File: config.mk
export PLATFORM = sky130hd
export DESIGN_NAME = pe_psum_collector
export DESIGN_NICKNAME = d
export VERILOG_FILES = /design/src/rtl/pe_collect_pkg.sv /design/src/rtl/psum_sync_fifo.sv /design/src/rtl/pe_psum_collector.sv
export SDC_FILE = /design/constraint.sdc
export NUM_CORES = 1
export LEC_CHECK = 0
export ABC_AREA = 1
export CORE_ASPECT_RATIO = 0.8
export CORE_MARGIN = 2
export CORE_UTILIZATION = 45
export DETAILED_ROUTE_END_ITERATION = 8
export HOLD_SLACK_MARGIN = 0.06
export SYNTH_ARGS = -nofsm -noshare
export SYNTH_HDL_FRONTEND = slang
export SYNTH_SLANG_ARGS = --single-unit
File: constraint.sdc
create_clock -name clk -period 4.2 [get_ports clk]
set_input_delay 1.05 -clock clk [delete_from_list [all_inputs] [get_ports clk]]
set_output_delay 1.05 -clock clk [all_outputs]
set_load 0.01 [all_outputs]
File: src/rtl/pe_collect_pkg.sv
// Shared types and helpers for the PE partial-sum collector:
// FSM state encoding, the FIFO pointer-width helper and the signed saturation bounds.
package pe_collect_pkg;

  typedef enum logic [2:0] {
    IDLE,
    WAIT_ACC,
    WAIT_ROOM,
    REQ,
    COLLECT,
    DRAIN,
    DONE
  } state_t;

  localparam int PSUM_W_DEF     = 48;
  localparam int GLB_W_DEF      = 32;
  localparam int ADDR_W_DEF     = 8;
  localparam int PARA_W_DEF     = 8;
  localparam int FIFO_DEPTH_DEF = 36;

  // Bits needed to index 'depth' entries (minimum 1).
  function automatic int ptr_width(input int depth);
    return (depth > 1) ? $clog2(depth) : 1;
  endfunction

  // Largest value representable in a w-bit two's-complement word.
  function automatic longint sat_max(input int w);
    return (longint'(1) << (w - 1)) - longint'(1);
  endfunction

  // Smallest value representable in a w-bit two's-complement word.
  function automatic longint sat_min(input int w);
    return -(longint'(1) << (w - 1));
  endfunction

endpackage

File: src/rtl/psum_sync_fifo.sv
// Synchronous FIFO with explicit pointer wrap, so DEPTH need not be a power of two.
// Read data is the registered entry at the read pointer (first-word fall-through).
module psum_sync_fifo
  import pe_collect_pkg::*;
#(
  parameter int WIDTH = 48,
  parameter int DEPTH = 36,
  parameter int CNT_W = ptr_width(DEPTH + 1)
) (
  input  logic             clk,
  input  logic             rst,
  input  logic             push,
  input  logic [WIDTH-1:0] wdata,
  input  logic             pop,
  output logic [WIDTH-1:0] rdata,
  output logic [CNT_W-1:0] count,
  output logic             full,
  output logic             empty
);

  localparam int PTR_W = ptr_width(DEPTH);

  logic [WIDTH-1:0] mem [DEPTH];
  logic [PTR_W-1:0] wr_ptr;
  logic [PTR_W-1:0] rd_ptr;
  logic             do_push;
  logic             do_pop;

  assign full    = (count == CNT_W'(DEPTH));
  assign empty   = (count == '0);
  assign do_push = push && !full;
  assign do_pop  = pop && !empty;
  assign rdata   = mem[rd_ptr];

  // Storage write.
  // NOTE: the data array has no reset; only pointers and count define validity, so clearing it would cost a reset net on every bit for nothing.
  always_ff @(posedge clk) begin
    if (do_push) mem[wr_ptr] <= wdata;
  end

  // Pointers wrap explicitly at DEPTH-1; count tracks occupancy with simultaneous push/pop.
  always_ff @(posedge clk or posedge rst) begin
    if (rst) begin
      wr_ptr <= '0;
      rd_ptr <= '0;
      count  <= '0;
    end else begin
      if (do_push) wr_ptr <= (wr_ptr == PTR_W'(DEPTH - 1)) ? '0 : wr_ptr + PTR_W'(1);
      if (do_pop)  rd_ptr <= (rd_ptr == PTR_W'(DEPTH - 1)) ? '0 : rd_ptr + PTR_W'(1);
      case ({do_push, do_pop})
        2'b10:   count <= count + CNT_W'(1);
        2'b01:   count <= count - CNT_W'(1);
        default: count <= count;
      endcase
    end
  end

endmodule

File: src/rtl/pe_psum_collector.sv
// Bus-side receiver for the PE partial-sum port: requests a burst once the PE has
// finished accumulating, buffers the words, and writes them to the GLB with
// auto-incrementing addresses. Optional macro PSUM_COLLECT_SAT_EN saturates each
// word to the GLB width before buffering; otherwise words are truncated at the output.
module pe_psum_collector
  import pe_collect_pkg::*;
#(
  parameter int PSUM_DATA_WIDTH = PSUM_W_DEF,
  parameter int GLB_DATA_WIDTH  = GLB_W_DEF,
  parameter int ADDR_WIDTH      = ADDR_W_DEF,
  parameter int PARA_WIDTH      = PARA_W_DEF,
  parameter int FIFO_DEPTH      = FIFO_DEPTH_DEF
) (
  input  logic                       clk,
  input  logic                       rst,
  input  logic                       start,
  input  logic [PARA_WIDTH-1:0]      num_psum,
  input  logic [ADDR_WIDTH-1:0]      base_addr,
  input  logic                       psum_acc_finish,
  output logic                       psum_out_start,
  input  logic [PSUM_DATA_WIDTH-1:0] psum_to_bus,
  input  logic                       psum_out_en,
  output logic [GLB_DATA_WIDTH-1:0]  glb_wdata,
  output logic [ADDR_WIDTH-1:0]      glb_waddr,
  output logic                       glb_wvalid,
  input  logic                       glb_wready,
  output logic                       busy,
  output logic                       collect_done,
  output logic                       err_cfg,
  output logic                       err_unexp
);

`ifdef PSUM_COLLECT_SAT_EN
  localparam int FIFO_W = GLB_DATA_WIDTH;
`else
  localparam int FIFO_W = PSUM_DATA_WIDTH;
`endif
  localparam int CNT_W = ptr_width(FIFO_DEPTH + 1);

  state_t                state;
  logic [PARA_WIDTH-1:0] num_q;
  logic [PARA_WIDTH-1:0] rx_cnt;
  logic [ADDR_WIDTH-1:0] waddr_q;
  logic                  stg_valid;
  logic [FIFO_W-1:0]     stg_data;
  logic [FIFO_W-1:0]     stg_next;
  logic [FIFO_W-1:0]     fifo_rdata;
  logic [CNT_W-1:0]      fifo_count;
  logic                  fifo_full;
  logic                  fifo_empty;
  logic                  start_acc;
  logic                  accept;
  logic                  drop;
  logic                  xfer;
  int                    free_slots;

  // Free entries count the word waiting in the input stage as already occupied.
  assign start_acc  = start && (state == IDLE);
  assign free_slots = FIFO_DEPTH - int'(fifo_count) - int'(stg_valid);
  assign accept     = psum_out_en && (state == COLLECT) && (free_slots > 0) && !fifo_full;
  assign drop       = psum_out_en && !accept;
  assign xfer       = glb_wvalid && glb_wready;

  assign glb_wvalid = !fifo_empty;
  assign glb_waddr  = waddr_q;
  // Forced to zero when empty so the bus never shows stale or uninitialised storage.
  assign glb_wdata  = fifo_empty ? '0 : fifo_rdata[GLB_DATA_WIDTH-1:0];

`ifdef PSUM_COLLECT_SAT_EN
  localparam logic signed [PSUM_DATA_WIDTH-1:0] SAT_HI = PSUM_DATA_WIDTH'(sat_max(GLB_DATA_WIDTH));
  localparam logic signed [PSUM_DATA_WIDTH-1:0] SAT_LO = PSUM_DATA_WIDTH'(sat_min(GLB_DATA_WIDTH));

  // Clamp the signed PE word into the GLB range before it is buffered.
  // NOTE: stg_next gets a default first, so no path through this block can leave it unassigned and infer a latch.
  always_comb begin
    stg_next = psum_to_bus[GLB_DATA_WIDTH-1:0];
    if ($signed(psum_to_bus) > SAT_HI)      stg_next = SAT_HI[GLB_DATA_WIDTH-1:0];
    else if ($signed(psum_to_bus) < SAT_LO) stg_next = SAT_LO[GLB_DATA_WIDTH-1:0];
  end
`else
  assign stg_next = psum_to_bus;

  // Upper psum bits are buffered but dropped by truncation at the output.
  logic unused_fifo_hi;
  assign unused_fifo_hi = ^fifo_rdata[FIFO_W-1:GLB_DATA_WIDTH];
`endif

  // Input stage: registers an accepted strobe, pushed into the FIFO on the next edge.
  // NOTE: sequential state uses non-blocking assignments so every flop samples pre-edge values regardless of block order.
  always_ff @(posedge clk or posedge rst) begin
    if (rst) begin
      stg_valid <= 1'b0;
      stg_data  <= '0;
    end else begin
      stg_valid <= accept;
      if (accept) stg_data <= stg_next;
    end
  end

  psum_sync_fifo #(
    .WIDTH (FIFO_W),
    .DEPTH (FIFO_DEPTH),
    .CNT_W (CNT_W)
  ) u_fifo (
    .clk   (clk),
    .rst   (rst),
    .push  (stg_valid),
    .wdata (stg_data),
    .pop   (xfer),
    .rdata (fifo_rdata),
    .count (fifo_count),
    .full  (fifo_full),
    .empty (fifo_empty)
  );

  // Write address: loads base on an accepted start, then advances per completed transfer.
  always_ff @(posedge clk or posedge rst) begin
    if (rst)            waddr_q <= '0;
    else if (start_acc) waddr_q <= base_addr;
    else if (xfer)      waddr_q <= waddr_q + ADDR_WIDTH'(1);
  end

  // Unexpected-strobe flag: sticky until the next accepted start; a new drop wins.
  always_ff @(posedge clk or posedge rst) begin
    if (rst) err_unexp <= 1'b0;
    else     err_unexp <= drop || (err_unexp && !start_acc);
  end

  // Control FSM with registered busy, request and completion outputs.
  always_ff @(posedge clk or posedge rst) begin
    if (rst) begin
      state          <= IDLE;
      num_q          <= '0;
      rx_cnt         <= '0;
      busy           <= 1'b0;
      psum_out_start <= 1'b0;
      collect_done   <= 1'b0;
      err_cfg        <= 1'b0;
    end else begin
      psum_out_start <= 1'b0;
      collect_done   <= 1'b0;
      case (state)
        IDLE: begin
          if (start) begin
            num_q   <= num_psum;
            rx_cnt  <= '0;
            err_cfg <= 1'b0;
            busy    <= 1'b1;
            if (num_psum == '0) begin
              state        <= DONE;
              collect_done <= 1'b1;
            end else if (int'(num_psum) > FIFO_DEPTH) begin
              err_cfg      <= 1'b1;
              state        <= DONE;
              collect_done <= 1'b1;
            end else begin
              state <= WAIT_ACC;
            end
          end
        end
        WAIT_ACC: if (psum_acc_finish) state <= WAIT_ROOM;
        WAIT_ROOM: begin
          if (free_slots >= int'(num_q)) begin
            state          <= REQ;
            psum_out_start <= 1'b1;
          end
        end
        REQ: state <= COLLECT;
        COLLECT: begin
          if (accept) begin
            rx_cnt <= rx_cnt + PARA_WIDTH'(1);
            if (rx_cnt == num_q - PARA_WIDTH'(1)) state <= DRAIN;
          end
        end
        DRAIN: begin
          if (!stg_valid && fifo_empty) begin
            state        <= DONE;
            collect_done <= 1'b1;
          end
        end
        DONE: begin
          state <= IDLE;
          busy  <= 1'b0;
        end
        default: begin
          state <= IDLE;
          busy  <= 1'b0;
        end
      endcase
    end
  end

endmodule

==> results.yml <==
sta:
  period_minus_slack_ps: 4120
  rsz0062_at_grt: "yes"
  finalSetupViolCount: 0
  hold_viol: 0
  finalCritPeriodShare: 0.981
  setup_slack_ps: 80.2
  fin_hold_ws_ps: 480
  slew_viol_final: 0
  max_freq_ghz: 0.243
  max_slew.worst_pin.slew_ps: 1300
  final.setup.tns_ps: 0
  slew_headroom: 0.133
  clock_skew_ps: 30.6
clock_network:
  htreeDepth: 3
  clock_latency_ps: 690
  cts.clk_slew.worst_paths_ps: 60
  postCtsHoldBufs: 0
  cts_sinks: 1235
  cts-root-buf: "clkbuf_16"
  cts-buffers-inserted: 120
  clockBufferDepth: 3
  cts_tree: "yes"
worst_setup_path:
  cpPeakStageDelay_ps: 570
  crit_chain: "buf_4, buf_12, buf_12, o21ai_0, o22ai_1, a21oi_1, nand4_1, nand2_1, a21oi_2, dlygate4sd2_1"
  end_kind: "output port"
  cp_max_fo: 28
  cpMaxStageDelayCell: "dfrtp_4"
  reg2reg_depth: 10
  critPathMostFrequentCell: "buf_12"
  worstSetupStartpoint: "u_fifo.rd_ptr[1]"
  cp_top_family: "buffers and inverters"
  rr_startpoint: "u_fifo.count[0]"
  cp.depth: 10
  critPathBufInv: 4
  crit_required_ps: 3150
  cp.arrival_ps: 3070
  crit_end: "glb_wdata[5]"
  path_class: "reg -> out"
  cp-start-kind: "flop"
  r2r-end: "u_fifo.mem[1][24]"
  ff2ff_setup_slack_ps: 580
detailed_routing:
  avgRoutedWirePerCell_um: 24.9
  finalWirelength_mm: 142
  drt-pass1-iter-count: 6
  ant_nets: 0
  drt_iter0_markers: 3981
  vias_per_cell: 5.77
  dr_total_vias: 32800
  post-route-drc-count: 0
synthesis:
  seq_area_frac_synth: 0.741
  yosysWarnings: 0
  yosysMostFrequentCell: "edfxtp_1"
  syn_avg_cell_area_sq_um: 12.4
  synthDistinctLibCells: 44
  synth.top_cells.by_count: "edfxtp_1 (1152), nor2_1 (716), o21ai_0 (594)"
  synth_nets: 4071
  synth_area_sq_mm: 0.0495
  synth-main-ff-cell: "edfxtp_1"
  syn_inst: 3978
  async_reset_ff_frac: 0.0672
  synth_edf_count: 1152
  ys_ff_latch: 1235
  synth_top_area_frac: 0.699
  synth_top_area_cell: "edfxtp_1"
  synthTopCellsByArea: "edfxtp_1 (70%), o21ai_0 (6.0%), nor2_1 (5.4%)"
placed_design:
  io_buffers: 99
  routabilityCongestion: 0.809
  dp_hpwl_mm: 74.1
  dp_cells: 5423
  post-place-ws_ps: 288
cells_and_area:
  area_delta_synth_final_pct: 18.0
  layout.nets: 4245
  drive_gt1_frac: 0.117
  layoutNonFillerInstCount: 5685
pwr:
  peakVddDrop_uv: 637
  leakagePower_nw: 20.0
  total_power_mw: 41.7
  powerDensity_mw_per_mm2: 713
flow_run:
  cap_violations: 0
worst_hold_path:
  hold_class: "reg -> reg"
global_routing:
  grt_usage: 0.247
  grt_overflow: 0
  grt_antenna_before_repair: 3
  grt_max_degree: 84
  grt_first_pass_wirelength_mm: 205
  grt_pass1_vias: 30800
floorplan:
  chipHeight_um: 301
  initial_core_util: 0.455
  core_sq_mm: 0.109
  die-area_sq_mm: 0.113
  die_x_um: 375
  num_rows: 108
  top_level_ports: 116
outcome:
  status: "complete, no violations"
placed cells by master, fill, tap and decap left out, types with 6 or more instances in the layout:
| cell | n |
|---|---|
| a21oi_1 | 81 |
| a21oi_2 | 13 |
| buf_12 | 52 |
| buf_16 | 16 |
| buf_4 | 100 |
| buf_6 | 11 |
| bufbuf_16 | 9 |
| bufinv_16 | 11 |
| clkbuf_1 | 23 |
| clkbuf_16 | 127 |
| clkbuf_8 | 11 |
| clkdlybuf4s50_1 | 67 |
| clkinv_1 | 19 |
| clkinv_2 | 25 |
| clkinvlp_4 | 6 |
| dfrtp_1 | 80 |
| dlygate4sd2_1 | 18 |
| dlymetal6s2s_1 | 6 |
| edfxtp_1 | 1152 |
| ha_1 | 22 |
| inv_1 | 78 |
| inv_6 | 6 |
| nand2_1 | 477 |
| nand2_2 | 19 |
| nand3_1 | 44 |
| nand4_1 | 70 |
| nor2_1 | 678 |
| nor2_4 | 41 |
| nor3_1 | 10 |
| o21ai_0 | 593 |
| o21ai_1 | 43 |
| o21ai_2 | 7 |
| o221ai_1 | 10 |
| o22ai_1 | 253 |
| xnor2_1 | 6 |
| xor2_1 | 9 |
metal layers:
layer / wire length [um] / share of wire / vias to the layer above / track usage
met5: 0 / 0 / - / 0
met4: 3780 / 0.027 / 0 / 0.0692
met1: 61600 / 0.44 / 16200 / 0.370
met3: 14200 / 0.10 / 221 / 0.0434
met2: 62100 / 0.44 / 1579 / 0.373
li1: - / - / 14900 / -
flip-flops by register name, indices dropped and copies added, names as in the netlist:
register and cells:
busy 1, collect_done 1, err_cfg 1, err_unexp 1, glb_waddr 8, num_q 8, psum_out_start 1, rx_cnt 8
state 3, stg_data 32, stg_valid 1, u_fifo.count 6, u_fifo.mem 1152, u_fifo.rd_ptr 6, u_fifo.wr_ptr 6
cell families after synthesis:
family / Yosys count / share of synthesized area
simple gates: 1352 / 0.110
flops: 1235 / 0.741
compound gates: 1022 / 0.111
buf+inv: 330 / 0.0291
fa+ha+maj: 23 / 0.00597
xor+xnor: 15 / 0.00265
mux: 1 / 0.000228
through the flow:
| step | instance area, sq um | util |
|---|---|---|
| final | 58400 | 0.537 |
| after global routing | 58400 | 0.537 |
| after CTS | 58200 | 0.535 |
| after floorplan | 49500 | - |
| after global placement | 53400 | 0.491 |
| after detailed placement | 53400 | 0.491 |
layout make-up:
cell class,instances,area (sq um)
Fill cell,8958,50400
Sequential cell,1235,36700
Multi-Input combinational cell,2413,11900
Timing Repair Buffer,292,3740
Clock buffer,156,3290
Tap cell,1430,1790
Clock inverter,67,636
Inverter,88,373
Timing Repair inverter,2,17.5
Antenna cell,2,5.00
worst reg2reg max path: cells and delay by family (launching register included):
kind / cells / cell delay, ps
adder cells (fa/ha/maj): 1 / 260
buffers and inverters: 4 / 790
flip-flops: 1 / 440
AND/OR/NAND/NOR: 5 / 1770
repair_timing:
item	4_1_cts	5_1_grt
gates resized for setup	103	33
gates cloned	13	5
hold endpoints to repair	0	0
setup endpoints to repair	32	17
setup buffers	16	3
pin swaps	13	15
power by group:
part           switching, mW  total (mW)  internal (mW)
registers              0.834        16.1           15.3
logic                   9.80        14.8           5.00
clock network           4.58        10.8           6.17
worst min path at each step:
stage	end	startpoint	cells after the start	slack [ps]
after global routing	stg_data[26]	stg_data[26]	2	510
after CTS	stg_data[29]	stg_data[29]	2	480
after detailed placement	stg_data[29]	stg_data[29]	2	470
after global placement	stg_data[14]	stg_data[14]	2	460
after floorplan	rx_cnt[3]	rx_cnt[3]	2	480
final	stg_data[4]	stg_data[4]	2	480
(Power assumes the default switching activity.)
